File: src/rtl/seg_pkg.sv
// Shared types and constants for the multiplexed 7-segment scan controller.
// Holds the scan FSM states, the blank segment pattern and the per-digit anode helper.
package seg_pkg;

  typedef enum logic {
    S_BLANK = 1'b0,
    S_SHOW  = 1'b1
  } scan_state_t;

  localparam logic [6:0] SEG_OFF = 7'b1111111;

  // Active-low anode level for one digit: low only when that digit is the lit one.
  function automatic logic an_level(input int digit, input int idx, input logic on);
    return !(on && (digit == idx));
  endfunction

endpackage

File: src/rtl/seven_scan_ctrl_if.sv
// Host-side bus of the scan controller: write strobe, data, live display controls and board pins.
// The master drives the value and controls; the slave (controller) drives busy and the pins.
interface seven_scan_ctrl_if #(
  parameter int NUM_DIGITS = 4
);
  logic                    load;
  logic [4*NUM_DIGITS-1:0] load_data;
  logic [NUM_DIGITS-1:0]   blank_mask;
  logic                    lz_en;
  logic                    busy;
  logic [NUM_DIGITS-1:0]   an;
  logic [6:0]              seg;

  modport master (
    output load, load_data, blank_mask, lz_en,
    input  busy, an, seg
  );

  modport slave (
    input  load, load_data, blank_mask, lz_en,
    output busy, an, seg
  );
endinterface

File: src/rtl/seven_display.sv
// Combinational hex to 7-segment decoder, segments {g..a}, active-low.
// Zero latency; no flow control.
module seven_display (
  input  logic [3:0] i_hex,
  output logic [6:0] o_seg
);

  always_comb begin
    o_seg = 7'b1111111;
    case (i_hex)
      4'h0: o_seg = 7'b1000000;
      4'h1: o_seg = 7'b1111001;
      4'h2: o_seg = 7'b0100100;
      4'h3: o_seg = 7'b0110000;
      4'h4: o_seg = 7'b0011001;
      4'h5: o_seg = 7'b0010010;
      4'h6: o_seg = 7'b0000010;
      4'h7: o_seg = 7'b1111000;
      4'h8: o_seg = 7'b0000000;
      4'h9: o_seg = 7'b0010000;
      4'hA: o_seg = 7'b0001000;
      4'hB: o_seg = 7'b0000011;
      4'hC: o_seg = 7'b1000110;
      4'hD: o_seg = 7'b0100001;
      4'hE: o_seg = 7'b0000110;
      4'hF: o_seg = 7'b0001110;
      default: o_seg = 7'b1111111;
    endcase
  end

endmodule

File: src/rtl/seven_scan_ctrl.sv
// Time-multiplexed common-anode 7-segment scanner; an/seg are registered one cycle after fsm/idx.
// Host loads are never refused: they park in pend (last write wins) and commit at the frame wrap.
module seven_scan_ctrl
  import seg_pkg::*;
#(
  parameter int NUM_DIGITS = 4,
  parameter int SCAN_DIV   = 50000,
  parameter int BLANK_CYC  = 500
) (
  input  logic            clk,
  input  logic            rst_n,
  seven_scan_ctrl_if.slave bus
);

  localparam int CW = $clog2(SCAN_DIV);
  localparam int IW = $clog2(NUM_DIGITS);
  localparam int DW = 4 * NUM_DIGITS;

  localparam logic [CW-1:0] CNT_LAST   = CW'(SCAN_DIV - 1);
  localparam logic [CW-1:0] BLANK_LAST = CW'(BLANK_CYC - 1);
  localparam logic [IW-1:0] IDX_LAST   = IW'(NUM_DIGITS - 1);

  scan_state_t           r_state, w_state_nxt;
  logic [CW-1:0]         r_cnt, w_cnt_nxt;
  logic [IW-1:0]         r_idx, w_idx_nxt;
  logic                  w_slot_end;
  logic                  w_frame_wrap;

  logic [DW-1:0]         r_disp;
  logic [DW-1:0]         r_pend;
  logic                  r_busy;

  logic [NUM_DIGITS-1:0] w_lz;
  logic                  w_on;
  logic [NUM_DIGITS-1:0] w_an;
  logic [3:0]            w_dec_in;
  logic [6:0]            w_dec;
  logic [NUM_DIGITS-1:0] r_an;
  logic [6:0]            r_seg;

  always_ff @(posedge clk) begin
    if (!rst_n) begin
      r_state <= S_BLANK;
      r_cnt   <= '0;
      r_idx   <= '0;
    end else begin
      r_state <= w_state_nxt;
      r_cnt   <= w_cnt_nxt;
      r_idx   <= w_idx_nxt;
    end
  end

  always_comb begin
    w_state_nxt  = r_state;
    w_idx_nxt    = r_idx;
    w_frame_wrap = 1'b0;
    w_slot_end   = (r_cnt == CNT_LAST);
    w_cnt_nxt    = w_slot_end ? '0 : r_cnt + CW'(1);
    case (r_state)
      S_BLANK: begin
        if (r_cnt == BLANK_LAST) w_state_nxt = S_SHOW;
      end
      S_SHOW: begin
        if (w_slot_end) begin
          w_state_nxt  = S_BLANK;
          w_frame_wrap = (r_idx == IDX_LAST);
          w_idx_nxt    = w_frame_wrap ? '0 : r_idx + IW'(1);
        end
      end
      default: w_state_nxt = S_BLANK;
    endcase
  end

  // A load landing on the wrap edge still commits the older pend; the new one waits a frame.
  always_ff @(posedge clk) begin
    if (!rst_n) begin
      r_disp <= '0;
      r_pend <= '0;
      r_busy <= 1'b0;
    end else begin
      if (w_frame_wrap && r_busy) begin
        r_disp <= r_pend;
        r_busy <= 1'b0;
      end
      if (bus.load) begin
        r_pend <= bus.load_data;
        r_busy <= 1'b1;
      end
    end
  end

  always_comb begin : p_lz
    logic w_zero_run;
    w_lz       = '0;
    w_zero_run = 1'b1;
    for (int i = NUM_DIGITS - 1; i >= 1; i--) begin
      w_zero_run = w_zero_run && (r_disp[4*i +: 4] == 4'h0);
      w_lz[i]    = w_zero_run;
    end
  end

  assign w_dec_in = r_disp[4*r_idx +: 4];

  seven_display u_dec (
    .i_hex (w_dec_in),
    .o_seg (w_dec)
  );

  always_comb begin
    w_on = (r_state == S_SHOW) && !bus.blank_mask[r_idx] && !(bus.lz_en && w_lz[r_idx]);
    w_an = '1;
    for (int i = 0; i < NUM_DIGITS; i++) begin
      w_an[i] = an_level(i, 32'(r_idx), w_on);
    end
  end

  always_ff @(posedge clk) begin
    if (!rst_n) begin
      r_an  <= '1;
      r_seg <= SEG_OFF;
    end else begin
      r_an  <= w_an;
      r_seg <= w_on ? w_dec : SEG_OFF;
    end
  end

  assign bus.an   = r_an;
  assign bus.seg  = r_seg;
  assign bus.busy = r_busy;

endmodule

File: src/flat_wrapper.sv
// flat-port wrapper written by rule: the top's interface ports become plain ports
module seven_scan_ctrl_flat import seg_pkg::*;
#(
  parameter int NUM_DIGITS = 4,
  parameter int SCAN_DIV   = 50000,
  parameter int BLANK_CYC  = 500
)
  (clk, rst_n, bus_load, bus_load_data, bus_blank_mask, bus_lz_en, bus_busy, bus_an, bus_seg);
  seven_scan_ctrl_if #(.NUM_DIGITS(NUM_DIGITS)) bus_i ();
  input  logic clk;
  input  logic rst_n;
  input wire logic [$bits(bus_i.load)-1:0] bus_load;
  input wire logic [$bits(bus_i.load_data)-1:0] bus_load_data;
  input wire logic [$bits(bus_i.blank_mask)-1:0] bus_blank_mask;
  input wire logic [$bits(bus_i.lz_en)-1:0] bus_lz_en;
  output wire logic [$bits(bus_i.busy)-1:0] bus_busy;
  output wire logic [$bits(bus_i.an)-1:0] bus_an;
  output wire logic [$bits(bus_i.seg)-1:0] bus_seg;
  assign bus_i.load = bus_load;
  assign bus_i.load_data = bus_load_data;
  assign bus_i.blank_mask = bus_blank_mask;
  assign bus_i.lz_en = bus_lz_en;
  assign bus_busy = bus_i.busy;
  assign bus_an = bus_i.an;
  assign bus_seg = bus_i.seg;
  seven_scan_ctrl #(.NUM_DIGITS(NUM_DIGITS), .SCAN_DIV(SCAN_DIV), .BLANK_CYC(BLANK_CYC)) u_core (.clk(clk), .rst_n(rst_n), .bus(bus_i));
endmodule
File: config.mk
export PLATFORM = sky130hd
export DESIGN_NAME = seven_scan_ctrl_flat
export DESIGN_NICKNAME = d
export VERILOG_FILES = /design/src/rtl/seg_pkg.sv /design/src/rtl/seven_scan_ctrl_if.sv /design/src/rtl/seven_display.sv /design/src/rtl/seven_scan_ctrl.sv /design/src/flat_wrapper.sv
export SDC_FILE = /design/constraint.sdc
export NUM_CORES = 1
export LEC_CHECK = 0
export CAP_MARGIN = 25
export CORE_AREA = 2 2 83 77
export CTS_CLUSTER_SIZE = 28
export DETAILED_ROUTE_END_ITERATION = 8
export DIE_AREA = 0 0 85 79
export PLACE_DENSITY = 0.83
export SLEW_MARGIN = 20
export SYNTH_ARGS = -nofsm -noshare
export SYNTH_HDL_FRONTEND = slang
export SYNTH_SLANG_ARGS = --single-unit
File: constraint.sdc
create_clock -name clk -period 2.2 [get_ports clk]
set_input_delay 0.44 -clock clk [delete_from_list [all_inputs] [get_ports clk]]
set_output_delay 0.44 -clock clk [all_outputs]
set_load 0.01 [all_outputs]
==> impl_metrics.csv <==
group,metric,value,unit
status,status,"complete, no violations",
synthesis,yosys.cell_count.top_type,"dfxtp_1",
critical_path,end_kind,"flip-flop",
layout,area.growth.synth_to_final,22.1,%
timing,hold_violations,0,
critical_path,critPathRequiredTime,2430,ps
timing,slew_headroom,0.674,
synthesis,synth.largest_area_cell,"dfxtp_1",
synthesis,yosys.cell_types.count,46,
timing,post-route-min-period,2040,ps
critical_path,crit_buf_inv,0,
timing,max_freq,0.490,GHz
critical_path,cp_top_family,"multiplexers",
cts,cts.path.max_buffers,2,
critical_path,arrival,2270,ps
timing,setup_viol,0,
layout,drive_gt1_frac,0.107,
cts,cts_inserted_buffers,9,
synthesis,yosys_warnings,0,
critical_path,critPathKind,"flip-flop to flip-flop",
detailed_routing,drt_first_pass_iters,4,
critical_path,cp_max_fo,7,
global_routing,grt_pass1_vias,2217,
synthesis,muxShareOfSynthArea,0.105,
synthesis,synth_fa_ha_area_frac,0.0470,
synthesis,syn_inst,306,
synthesis,ys.flop_type,"dfxtp_1",
run,maxCapViolations,0,
synthesis,synth_seq_cells,63,
min_path,hold_path_depth,1,
synthesis,syn_area,2930,µm²
critical_path,worst_r2r_path_depth,5,
timing,worst_pin_slew,487,ps
synthesis,synth-seq-area-share,0.431,
floorplan,die_h,79,µm
pwr,power.share.clock,0.466,
cts,cts_setup_buffers,0,
cts,clkTransAtPathRegs,70,ps
cts,clockRootBuffer,"clkbuf_8",
floorplan,initial_utilization,0.495,
min_path,hold_start,"u_core.r_cnt[0]$_SDFF_PP0_",
critical_path,rr_endpoint,"u_core.bus.seg[3]$_SDFF_PN1_",
detailed_routing,via_count,2323,
timing,fin_tns_setup,0,ps
pwr,p_leak,1.30,nW
critical_path,cp-start-kind,"flip-flop",
timing,slew_viol_final,0,
cts,cts_hold_repair.buffers,0,
floorplan,die_w,85,µm
cts,clock-sinks,63,
pwr,p_per_area,678,nW/µm²
min_path,hold_class,"flip-flop to flip-flop",
layout,stdcell_count,418,
cts,clk_latency,350,ps
detailed_routing,dr.first_iter.drc_count,152,
pwr,p_int,1.94,mW
detailed_routing,postRouteWirelength,5.96,mm
place,portBuffers,35,
synthesis,synth_edf_count,0,
global_routing,grt-ovfl-total,0,
pwr,switchingPower,0.487,mW
critical_path,rrSetupSlack,160,ps
floorplan,rows,27,
global_routing,antenna_found_initial,0,
cts,ctsResizeCount,0,
global_routing,grt_max_degree,36,
timing,period_share,0.927,
place,hpwl,4.07,mm
global_routing,grt_pass1_wl,10.2,mm
place,gp_congestion,0.909,
synthesis,synth_xor_area_frac,0.0478,
layout,num_antenna_cells,0,
pwr,p_sw_frac,0.201,
pwr,combPwrFrac,0.048,
floorplan,boundaryPins,36,
synthesis,synthSimpleGateAreaFrac,0.199,
detailed_routing,post_drt_wl_per_cell,14.3,µm
synthesis,synth_area_leaders,"dfxtp_1, mux2i_1, ha_1",
timing,rsz0062_at_grt,"false",
global_routing,grt_usage,0.192,
detailed_routing,drcViolationCount,0,
detailed_routing,detail-route-antenna-nets,0,
critical_path,cpPeakStageDelay,620,ps
synthesis,syn-mean-instance-area,9.57,µm²
pwr,ir_drop,0.000393,V
min_path,holdPathEnd,"u_core.r_cnt[0]$_SDFF_PP0_",
critical_path,timing.rr.start,"u_core.r_idx[0]$_SDFFE_PN0P_",
synthesis,syn_nets,341,
synthesis,synth-compound-area-share,0.131,
floorplan,dieArea,6720,µm²
place,dp.cells,402,
detailed_routing,drt-vias-per-instance,5.56,
synthesis,synthTopCellsByCount,"dfxtp_1, nand3_1, o21ai_0",
pwr,seq_power_share,0.486,
synthesis,ys_async_sr_fraction,0,
layout,nets,376,
cts,cts_tree,"built",
cts,htree_levels,3,
floorplan,core_area,5910,µm²
synthesis,synth_top_family_by_area,"simple AND/OR/NAND/NOR gates",
synthesis,synth_top_area_share,0.431,
timing,final.setup_skew,9.10,ps
critical_path,crit_slowest_cell,"mux4_2",
critical_path,crit_chain,"mux4_2 -> ha_1 -> or2_2 -> a21oi_1 -> o21ai_0",
## per-stage QoR
| step | hold slack (ps) | power, mW | area, µm² | setup WS, ps | utilization |
|---|---|---|---|---|---|
| 2_1_floorplan | 418 | 1.26 | 2930 | 208 | - |
| 3_3_place_gp | 430 | 1.32 | 3350 | 214 | 0.567 |
| 3_5_place_dp | 435 | 1.32 | 3350 | 159 | 0.567 |
| 4_1_cts | 445 | 2.44 | 3580 | 157 | 0.605 |
| 5_1_grt | 455 | 2.51 | 3580 | 9.51 | 0.605 |
| 6_report | 444 | 2.42 | 3580 | 160 | 0.605 |
## worst reg2reg max path: stages, from the launching register on
cell and delay (ps):
dfxtp_1 520, mux4_2 620, ha_1 270, or2_2 310, a21oi_1 130, o21ai_0 80
## metal layers
layer	up-vias	global-route usage	routed length, µm
met1	1110	0.246	2840
met5	-	0	0
li1	1155	-	-
met4	0	0.0746	93
met3	9	0.0634	262
met2	49	0.302	2760
## how the worst max path moves through the flow
stage,startpoint,endpoint,slack [ps],depth (start not counted)
CTS,u_core.r_idx[0]$_SDFFE_PN0P_,u_core.bus.seg[3]$_SDFF_PN1_,160,5
finish,u_core.r_idx[0]$_SDFFE_PN0P_,u_core.bus.seg[3]$_SDFF_PN1_,160,5
floorplan,u_core.r_idx[0]$_SDFFE_PN0P_,u_core.bus.seg[3]$_SDFF_PN1_,210,6
global route,u_core.r_idx[0]$_SDFFE_PN0P_,u_core.bus.seg[3]$_SDFF_PN1_,10,5
detailed placement,bus_blank_mask[3],u_core.bus.seg[6]$_SDFF_PN1_,160,6
global placement,bus_blank_mask[2],u_core.bus.seg[6]$_SDFF_PN1_,210,6
## registers in the layout, indices dropped and copies added, names as in the netlist
signal / flops
u_core.r_state: 1
u_core.r_disp: 16
u_core.r_idx: 2
u_core.r_pend: 16
u_core.r_cnt: 16
u_core.bus.busy: 1
u_core.bus.an: 4
u_core.bus.seg: 7
## logic make-up (layout without fill, tap and decap cells)
| logic type | after synthesis | after routing |
|---|---|---|
| AO/OA/AOI/OAI | 59 | 59 |
| XOR/XNOR | 16 | 16 |
| adder cells (fa/ha/maj) | 11 | 11 |
| buffers and inverters | 27 | 67 |
| flip-flops | 63 | 63 |
| multiplexers | 23 | 23 |
| AND/OR/NAND/NOR | 107 | 107 |
## power by group through the flow
| stage | sequential, mW | clock, mW | combinational, mW |
|---|---|---|---|
| 3_5_place_dp | 1.20 | 0 | 0.117 |
| 2_1_floorplan | 1.20 | 0 | 0.0599 |
| 5_1_grt | 1.18 | 1.20 | 0.129 |
| 3_3_place_gp | 1.20 | 0 | 0.115 |
| 4_1_cts | 1.18 | 1.15 | 0.118 |
| 6_report | 1.18 | 1.13 | 0.117 |
## final cells by class
cell class	count	area, µm²
fill	500	2340
multi-input combinational	216	1560
sequential	63	1260
timing repair buffer	44	418
clock buffer	13	159
tap	72	90.1
clock inverter	3	65.1
inverter	7	26.3
## placed cells by master (no fill, tap or decap), drive strengths merged, types with 2 or more instances in the layout
cell and instances:
o21ai 21, o31a 3, mux2i 16, xnor2 9
clkdlybuf4s50 35, or3 2, dfxtp 63, nor2b 16
nand2 18, a21oi 6, nor3 3, nor4b 2
nand3 25, o21a 3, or4 2, nor2 17
nor4 8, clkbuf 13, a21boi 17, nand4 2
mux4 6, bufinv 2, and3 3, or2 2
buf 9, nor3b 2, o211ai 4, inv 7
ha 11, xor2 7
No activity file was read; power rests on OpenSTA's default activity.
